**src/rtl/seq_shift_add_mult_pkg.sv**
```systemverilog
// seq_shift_add_mult_pkg: shared FSM state type and sizing helpers for the shift-add multiplier
package mult_pkg;

    typedef enum logic [1:0] {IDLE, RUN, DONE} state_e;

    function automatic int cycles_for(int width, int bpc);
        return width / bpc;
    endfunction

    function automatic bit bpc_ok(int width, int bpc);
        return (bpc == 1 || bpc == 2 || bpc == 4) && (width % bpc == 0) && width >= 2 && width <= 32;
    endfunction

endpackage

```
**src/rtl/seq_shift_add_mult_if.sv**
```systemverilog
// seq_shift_add_mult_if: operand/product valid-ready bundle for the sequential multiplier
interface seq_shift_add_mult_if #(parameter int WIDTH = 8);
    logic               in_valid;
    logic               in_ready;
    logic [WIDTH-1:0]   a;
    logic [WIDTH-1:0]   b;
    logic               out_valid;
    logic               out_ready;
    logic [2*WIDTH-1:0] p;
    logic               busy;

    modport master (output in_valid, a, b, out_ready, input in_ready, out_valid, p, busy);
    modport slave  (input in_valid, a, b, out_ready, output in_ready, out_valid, p, busy);
endinterface

```
**src/rtl/seq_shift_add_mult_pp_gen.sv**
```systemverilog
// pp_gen: AND-array partial product of a multiplicand slice and a few multiplier bits
module pp_gen #(
    parameter int WIDTH          = 8,
    parameter int BITS_PER_CYCLE = 1
) (
    input  logic [WIDTH-1:0]                mcand_i,
    input  logic [BITS_PER_CYCLE-1:0]       mplier_i,
    output logic [WIDTH+BITS_PER_CYCLE-1:0] pp_o
);
    localparam int OW = WIDTH + BITS_PER_CYCLE;

    // gate the multiplicand by each multiplier bit and sum the shifted rows
    always_comb begin
        pp_o = '0;
        for (int j = 0; j < BITS_PER_CYCLE; j++)
            pp_o = pp_o + (OW'(mcand_i & {WIDTH{mplier_i[j]}}) << j);
    end
endmodule

```
**src/rtl/seq_shift_add_mult.sv**
```systemverilog
// seq_shift_add_mult: multi-cycle unsigned shift-add multiplier with valid/ready on both sides; MULT_SELFCHECK_EN adds a reference-product checker and chk_err
module seq_shift_add_mult
    import mult_pkg::*;
#(
    parameter int WIDTH          = 8,
    parameter int BITS_PER_CYCLE = 1
) (
    input  logic                  clk,
    input  logic                  rst_n,
    seq_shift_add_mult_if.slave   bus
`ifdef MULT_SELFCHECK_EN
    ,
    output logic                  chk_err
`endif
);
    localparam int CYC = cycles_for(WIDTH, BITS_PER_CYCLE);
    localparam int CW  = $clog2(CYC + 1);
    localparam int PW  = 2 * WIDTH;
    // the multiplicand is only ever consumed while its top BITS_PER_CYCLE bits are still zero
    localparam int MW  = PW - BITS_PER_CYCLE;

    if (!bpc_ok(WIDTH, BITS_PER_CYCLE)) begin : g_bad_cfg
        $error("seq_shift_add_mult: BITS_PER_CYCLE must be 1, 2 or 4 and divide WIDTH (2..32)");
    end

    state_e          state_q, state_d;
    logic [MW-1:0]   mcand_q, mcand_d;
    logic [WIDTH-1:0] mplier_q, mplier_d;
    logic [PW-1:0]   acc_q, acc_d;
    logic [PW-1:0]   p_q, p_d;
    logic [PW-1:0]   pp;
    logic [CW-1:0]   cnt_q, cnt_d;
    logic            accept, run, last;

    assign accept = state_q == IDLE && bus.in_valid;
    assign run    = state_q == RUN;
    assign last   = cnt_q == '0;

    pp_gen #(.WIDTH(MW), .BITS_PER_CYCLE(BITS_PER_CYCLE)) u_pp (
        .mcand_i  (mcand_q),
        .mplier_i (mplier_q[BITS_PER_CYCLE-1:0]),
        .pp_o     (pp)
    );

    // state and datapath registers, all cleared by the async reset so an aborted run leaves no trace
    always_ff @(posedge clk or negedge rst_n) begin
        if (!rst_n) begin
            state_q  <= IDLE;
            mcand_q  <= '0;
            mplier_q <= '0;
            acc_q    <= '0;
            p_q      <= '0;
            cnt_q    <= '0;
        end else begin
            state_q  <= state_d;
            mcand_q  <= mcand_d;
            mplier_q <= mplier_d;
            acc_q    <= acc_d;
            p_q      <= p_d;
            cnt_q    <= cnt_d;
        end
    end

    // next state: accept in IDLE, leave RUN after the last slice, leave DONE on the product handshake
    always_comb begin
        state_d = (state_q == IDLE && bus.in_valid) ? RUN  :
                  (state_q == RUN  && last)         ? DONE :
                  (state_q == DONE && bus.out_ready) ? IDLE : state_q;
    end

    // handshake outputs are pure decodes of the state; p is the registered product
    always_comb begin
        bus.in_ready  = state_q == IDLE;
        bus.out_valid = state_q == DONE;
        bus.busy      = state_q != IDLE;
        bus.p         = p_q;
    end

    // shift-add datapath: load on accept, retire BITS_PER_CYCLE multiplier bits per RUN cycle
    always_comb begin
        mcand_d  = accept ? MW'(bus.a) : run ? mcand_q << BITS_PER_CYCLE : mcand_q;
        mplier_d = accept ? bus.b : run ? mplier_q >> BITS_PER_CYCLE : mplier_q;
        acc_d    = accept ? '0 : run ? acc_q + pp : acc_q;
        cnt_d    = accept ? CW'(CYC - 1) : (run && !last) ? cnt_q - 1'b1 : cnt_q;
        p_d      = (run && last) ? acc_q + pp : p_q;
    end

`ifdef MULT_SELFCHECK_EN
    logic [WIDTH-1:0] op_a_q, op_b_q;
    logic [PW-1:0]    ref_p;
    logic             hs, mismatch;

    assign ref_p    = PW'(op_a_q) * PW'(op_b_q);
    assign hs       = state_q == DONE && bus.out_ready;
    assign mismatch = ref_p != acc_q;

    // keep operand copies and flag a wrong accumulator when the product leaves
    always_ff @(posedge clk or negedge rst_n) begin
        if (!rst_n) begin
            op_a_q  <= '0;
            op_b_q  <= '0;
            chk_err <= 1'b0;
        end else begin
            if (accept) begin
                op_a_q <= bus.a;
                op_b_q <= bus.b;
            end
            chk_err <= hs && mismatch;
        end
    end

`ifndef SYNTHESIS
    // report the mismatch in simulation as well as on chk_err
    always_ff @(posedge clk) begin
        if (rst_n && hs && mismatch)
            $error("seq_shift_add_mult: acc %0h differs from reference %0h", acc_q, ref_p);
    end
`endif
`endif

endmodule

```
**src/flat_wrapper.sv**
```systemverilog
// flat-port wrapper written by rule: the top's interface ports become plain ports
module seq_shift_add_mult_flat import mult_pkg::*;
#(
    parameter int WIDTH          = 8,
    parameter int BITS_PER_CYCLE = 1
)
  (clk, rst_n, bus_in_valid, bus_a, bus_b, bus_out_ready, bus_in_ready, bus_out_valid, bus_p, bus_busy);
  seq_shift_add_mult_if #(.WIDTH(WIDTH)) bus_i ();
  input  logic clk;
  input  logic rst_n;
  input wire logic [$bits(bus_i.in_valid)-1:0] bus_in_valid;
  input wire logic [$bits(bus_i.a)-1:0] bus_a;
  input wire logic [$bits(bus_i.b)-1:0] bus_b;
  input wire logic [$bits(bus_i.out_ready)-1:0] bus_out_ready;
  output wire logic [$bits(bus_i.in_ready)-1:0] bus_in_ready;
  output wire logic [$bits(bus_i.out_valid)-1:0] bus_out_valid;
  output wire logic [$bits(bus_i.p)-1:0] bus_p;
  output wire logic [$bits(bus_i.busy)-1:0] bus_busy;
  assign bus_i.in_valid = bus_in_valid;
  assign bus_i.a = bus_a;
  assign bus_i.b = bus_b;
  assign bus_i.out_ready = bus_out_ready;
  assign bus_in_ready = bus_i.in_ready;
  assign bus_out_valid = bus_i.out_valid;
  assign bus_p = bus_i.p;
  assign bus_busy = bus_i.busy;
  seq_shift_add_mult #(.WIDTH(WIDTH), .BITS_PER_CYCLE(BITS_PER_CYCLE)) u_core (.clk(clk), .rst_n(rst_n), .bus(bus_i));
endmodule
```
**config.mk**
```make
export PLATFORM = sky130hd
export DESIGN_NAME = seq_shift_add_mult_flat
export DESIGN_NICKNAME = d
export VERILOG_FILES = /design/src/rtl/seq_shift_add_mult_pkg.sv /design/src/rtl/seq_shift_add_mult_if.sv /design/src/rtl/seq_shift_add_mult_pp_gen.sv /design/src/rtl/seq_shift_add_mult.sv /design/src/flat_wrapper.sv
export SDC_FILE = /design/constraint.sdc
export NUM_CORES = 1
export LEC_CHECK = 0
export CELL_PAD_IN_SITES_DETAIL_PLACEMENT = 0
export CELL_PAD_IN_SITES_GLOBAL_PLACEMENT = 2
export CORE_ASPECT_RATIO = 0.9
export CORE_MARGIN = 3
export CORE_UTILIZATION = 35
export CTS_BUF_LIST = sky130_fd_sc_hd__clkbuf_8 sky130_fd_sc_hd__clkbuf_16
export CTS_CLUSTER_DIAMETER = 60
export DETAILED_ROUTE_END_ITERATION = 10
export HOLD_SLACK_MARGIN = 0.08
export PLACE_DENSITY = 0.91
export SLEW_MARGIN = 10
export SYNTH_ARGS = -nofsm -noshare
export SYNTH_HDL_FRONTEND = slang
export SYNTH_HIERARCHICAL = 1
export SYNTH_SLANG_ARGS = --single-unit
```
**constraint.sdc**
```tcl
create_clock -name clk -period 2.8 [get_ports clk]
set_clock_uncertainty 0.05 [all_clocks]
set_input_delay 0.42 -clock clk [delete_from_list [all_inputs] [get_ports clk]]
set_output_delay 0.42 -clock clk [all_outputs]
set_load 0.05 [all_outputs]
```
==> results.toml <==
[critical_path]
required_ns = 2.96
crit_fanout = 7
worstSetupStartpointType = "register"
critPathSlowestCell = "dfrtp_2"
cp_slowest_stage_delay_ns = 0.44
crit_top_cell = "o21ai_0"
cp_top_family = "compound AO/OA/AOI/OAI gates"
crit_type = "reg -> reg"
reg2regPathDepth = 9
end_kind = "register"
crit_buf_inv = 0
arrival_ns = 2.86
crit_chain = "and2_2 -> ha_1 -> fa_1 -> a21o_1 -> a311o_1 -> a21oi_2 -> o21ai_0 -> xnor2_1 -> o21ai_0"
path_depth = 9

[clocking]
clk_latency_ns = 0.34
numCtsBuffers = 9
cts_tree = "yes"
cts_root_buf = "clkbuf_8"
post_cts_buffers = 0
hold_buffers = 0
cts_sinks = 61
htreeDepth = 3
clk_path_buf_depth = 2
clkTransAtPathRegs_ns = 0.07

[logic_synthesis]
syn_nets = 399
ys_seq_area_share_pct = 45.0
netlist_area_sq_um = 3390
ys_async_sr_fraction_pct = 100
ys.flop_type = "dfrtp_1"
yosys.cell_types.count = 54
avgSynthCellArea_sq_um = 9.40
yosys.area.top_type = "dfrtp_1"
yosysWarnings = 6
ys_seq_elements = 61
synthesis.instances = 361
synth-edff-count = 0
yosysTopAreaCellShare_pct = 45.0
ys_top_cells_by_area = "dfrtp_1 45%, nand2_1 6.6%, ha_1 6.3%"

[floorplanning]
start_util_pct = 36.5
fp.dieH_um = 99.4
core.rowCount = 33
ios = 39
dieArea_sq_um = 10900
coreArea_sq_um = 9290
fp.dieW_um = 110

[grt]
antenna_found_initial = 0
grt_usage_pct = 16.0
grt_max_degree = 36
overflow = 0
grt_pass1_wl_mm = 13.6
grt_pass1_vias = 2735

[placed_design]
gp_congestion = 0.864
port_buffers = 38
dp_hpwl_mm = 5.68

[sta]
fmax_mhz = 370
finalSetupViolations = 0
fin_crit_sh_pct = 96.4
timing.setup.tns_ns = 0
finalHoldViolCount = 0
worstMarginPinSlew_ns = 0.792
rsz0062_at_grt = "true"
period_needed_ns = 2.70
slew_headroom_pct = 47.2
drv_slew = 0

[finish]
multiInputGateArea_sq_um = 1770
antenna_cells = 0
nNetsFinal = 441
drive_gt1_share_pct = 14.0
area_growth_syn_to_layout_pct = 22.0
seq_area_sq_um = 1530
fill_cells = 917

[detailed_routing]
dr.pass1.iters = 4
drtIter0Drc = 126
ant_nets = 0
drt_drc_violations_left = 0
vias_per_cell = 5.17
wl_mm = 7.92
vias = 2740
drt-wirelength-per-cell_um = 14.9

[flow_run]
drv_cap = 0

[pwr]
p_comb_share_pct = 6.9
seq_power_share_pct = 50.2
swShare_pct = 24.2
p_total_w = 0.00179
ir_worst_vdd_mv = 0.262
switching_power_w = 0.000435
p_int_w = 0.00136
p_per_area_nw_per_um2 = 433
p_clk_share_pct = 42.9
p_leak_nw = 1.91

[status]
status = "finished clean"

[hold_path]
hold_class = "in -> async"
## state kept, by name, summed over array words and instances, names as in the netlist
| register | cells |
|---|---|
| u_core/acc_q | 16 |
| u_core/cnt_q | 4 |
| u_core/mplier_q | 8 |
| u_core/state_q | 2 |
| u_core/mcand_q | 15 |
| u_core/bus.p | 16 |
## worst register-to-register path: stages (launching register included)
cell     delay, ns
dfrtp_2       0.44
and2_2        0.19
ha_1          0.20
fa_1          0.43
a21o_1        0.23
a311o_1       0.39
a21oi_2       0.23
o21ai_0       0.13
xnor2_1       0.18
o21ai_0       0.10
## layer usage
metal	vias to the layer above	GRT usage [%]	part of all wire [%]
li1	1368	-	-
met1	1313	22.5	49
met2	55	23.7	46
met3	4	4.74	4.8
met4	0	4.41	0.51
met5	-	0	0
## through the flow
step | hold WS, ns | cell area (sq um) | utilization, % | worst slack (ns) | instances
3_5_place_dp | 0.405 | 3920 | 42.2 | 0.0680 | 514
3_3_place_gp | 0.404 | 3920 | 42.2 | 0.188 | 514
2_1_floorplan | 0.0744 | 3390 | - | 0.292 | 361
4_1_cts | 0.140 | 4110 | 44.2 | 0.0376 | 530
6_report | 0.117 | 4140 | 44.6 | 0.100 | 530
5_1_grt | 0.167 | 4140 | 44.6 | -0.00575 | 530
## power by group through the flow
stage	combinational [W]	sequential [W]	clock, W
3_3_place_gp	0.000121	0.000917	0
4_1_cts	0.000123	0.000901	0.000795
6_report	0.000123	0.000901	0.000771
5_1_grt	0.000140	0.000902	0.000838
3_5_place_dp	0.000122	0.000918	0
2_1_floorplan	0.0000622	0.000915	0
## kinds of logic after synthesis
group	after synthesis	share of synthesized area [%]
mux	4	1.18
xor+xnor	12	3.10
fa+ha+maj	18	6.86
buf+inv	26	3.98
compound gates	111	21.6
other cells	1	0.110
flops	61	45.0
simple gates	128	18.2
## cells in the mapped netlist, drive strengths merged, types with 2 or more instances
cell,number
o31ai,2
a22oi,14
o21ai,40
xnor2,8
and3,5
a31oi,3
nand4,2
xor2,4
and2,17
dfrtp,61
a21o,9
a22o,11
nor3b,2
nor2,16
buf,6
nor3,6
a21oi,20
inv,7
ha,17
or3,3
nand3,8
mux2i,4
clkbuf,12
a311o,2
nor2b,7
nand2,60
## path summary, 6_finish.rpt
check / start / end / slack, ns
max: u_core/mplier_q[0]$_DFFE_PN0P_ / u_core/bus.p[14]$_DFFE_PN0P_ / 0.10
min: rst_n / u_core/bus.p[12]$_DFFE_PN0P_ / 0.12
max reg2reg: u_core/mplier_q[0]$_DFFE_PN0P_ / u_core/bus.p[14]$_DFFE_PN0P_ / 0.10
min reg2reg: u_core/bus.p[15]$_DFFE_PN0P_ / u_core/bus.p[15]$_DFFE_PN0P_ / 0.42
max in group asynchronous: rst_n / u_core/cnt_q[3]$_DFFE_PN0P_ / 1.89
min in group clk: u_core/bus.p[15]$_DFFE_PN0P_ / u_core/bus.p[15]$_DFFE_PN0P_ / 0.42
## repair_timing
item / CTS / global route
hold endpoints to repair: 0 / 0
endpoints found under the setup margin: 0 / 8
resized for setup: 0 / 7
## layout by cell type (no fill, tap or decap), types with 5 or more instances in the layout
master           instances
a21o_1                   6
inv_1                    8
clkbuf_8                 9
nand3_1                  8
clkdlybuf4s50_1         37
o21ai_0                 40
ha_1                    16
nor2_1                  14
nor3_1                   6
nor2b_1                  7
and2_1                   5
a22o_1                  11
a22oi_1                 14
dfrtp_1                 60
xnor2_1                  8
nand2_1                 60
and2_2                  12
a21oi_1                 15
buf_4                   11
## cell type report
class	instances	share of cell area, %
multi-input combinational	274	42.6
inverter	7	0.634
clock buffer	9	2.99
clock inverter	7	1.63
tap	122	3.68
sequential	61	36.9
timing repair buffer	50	11.5
Note: power is estimated with default switching activity, not from simulation.
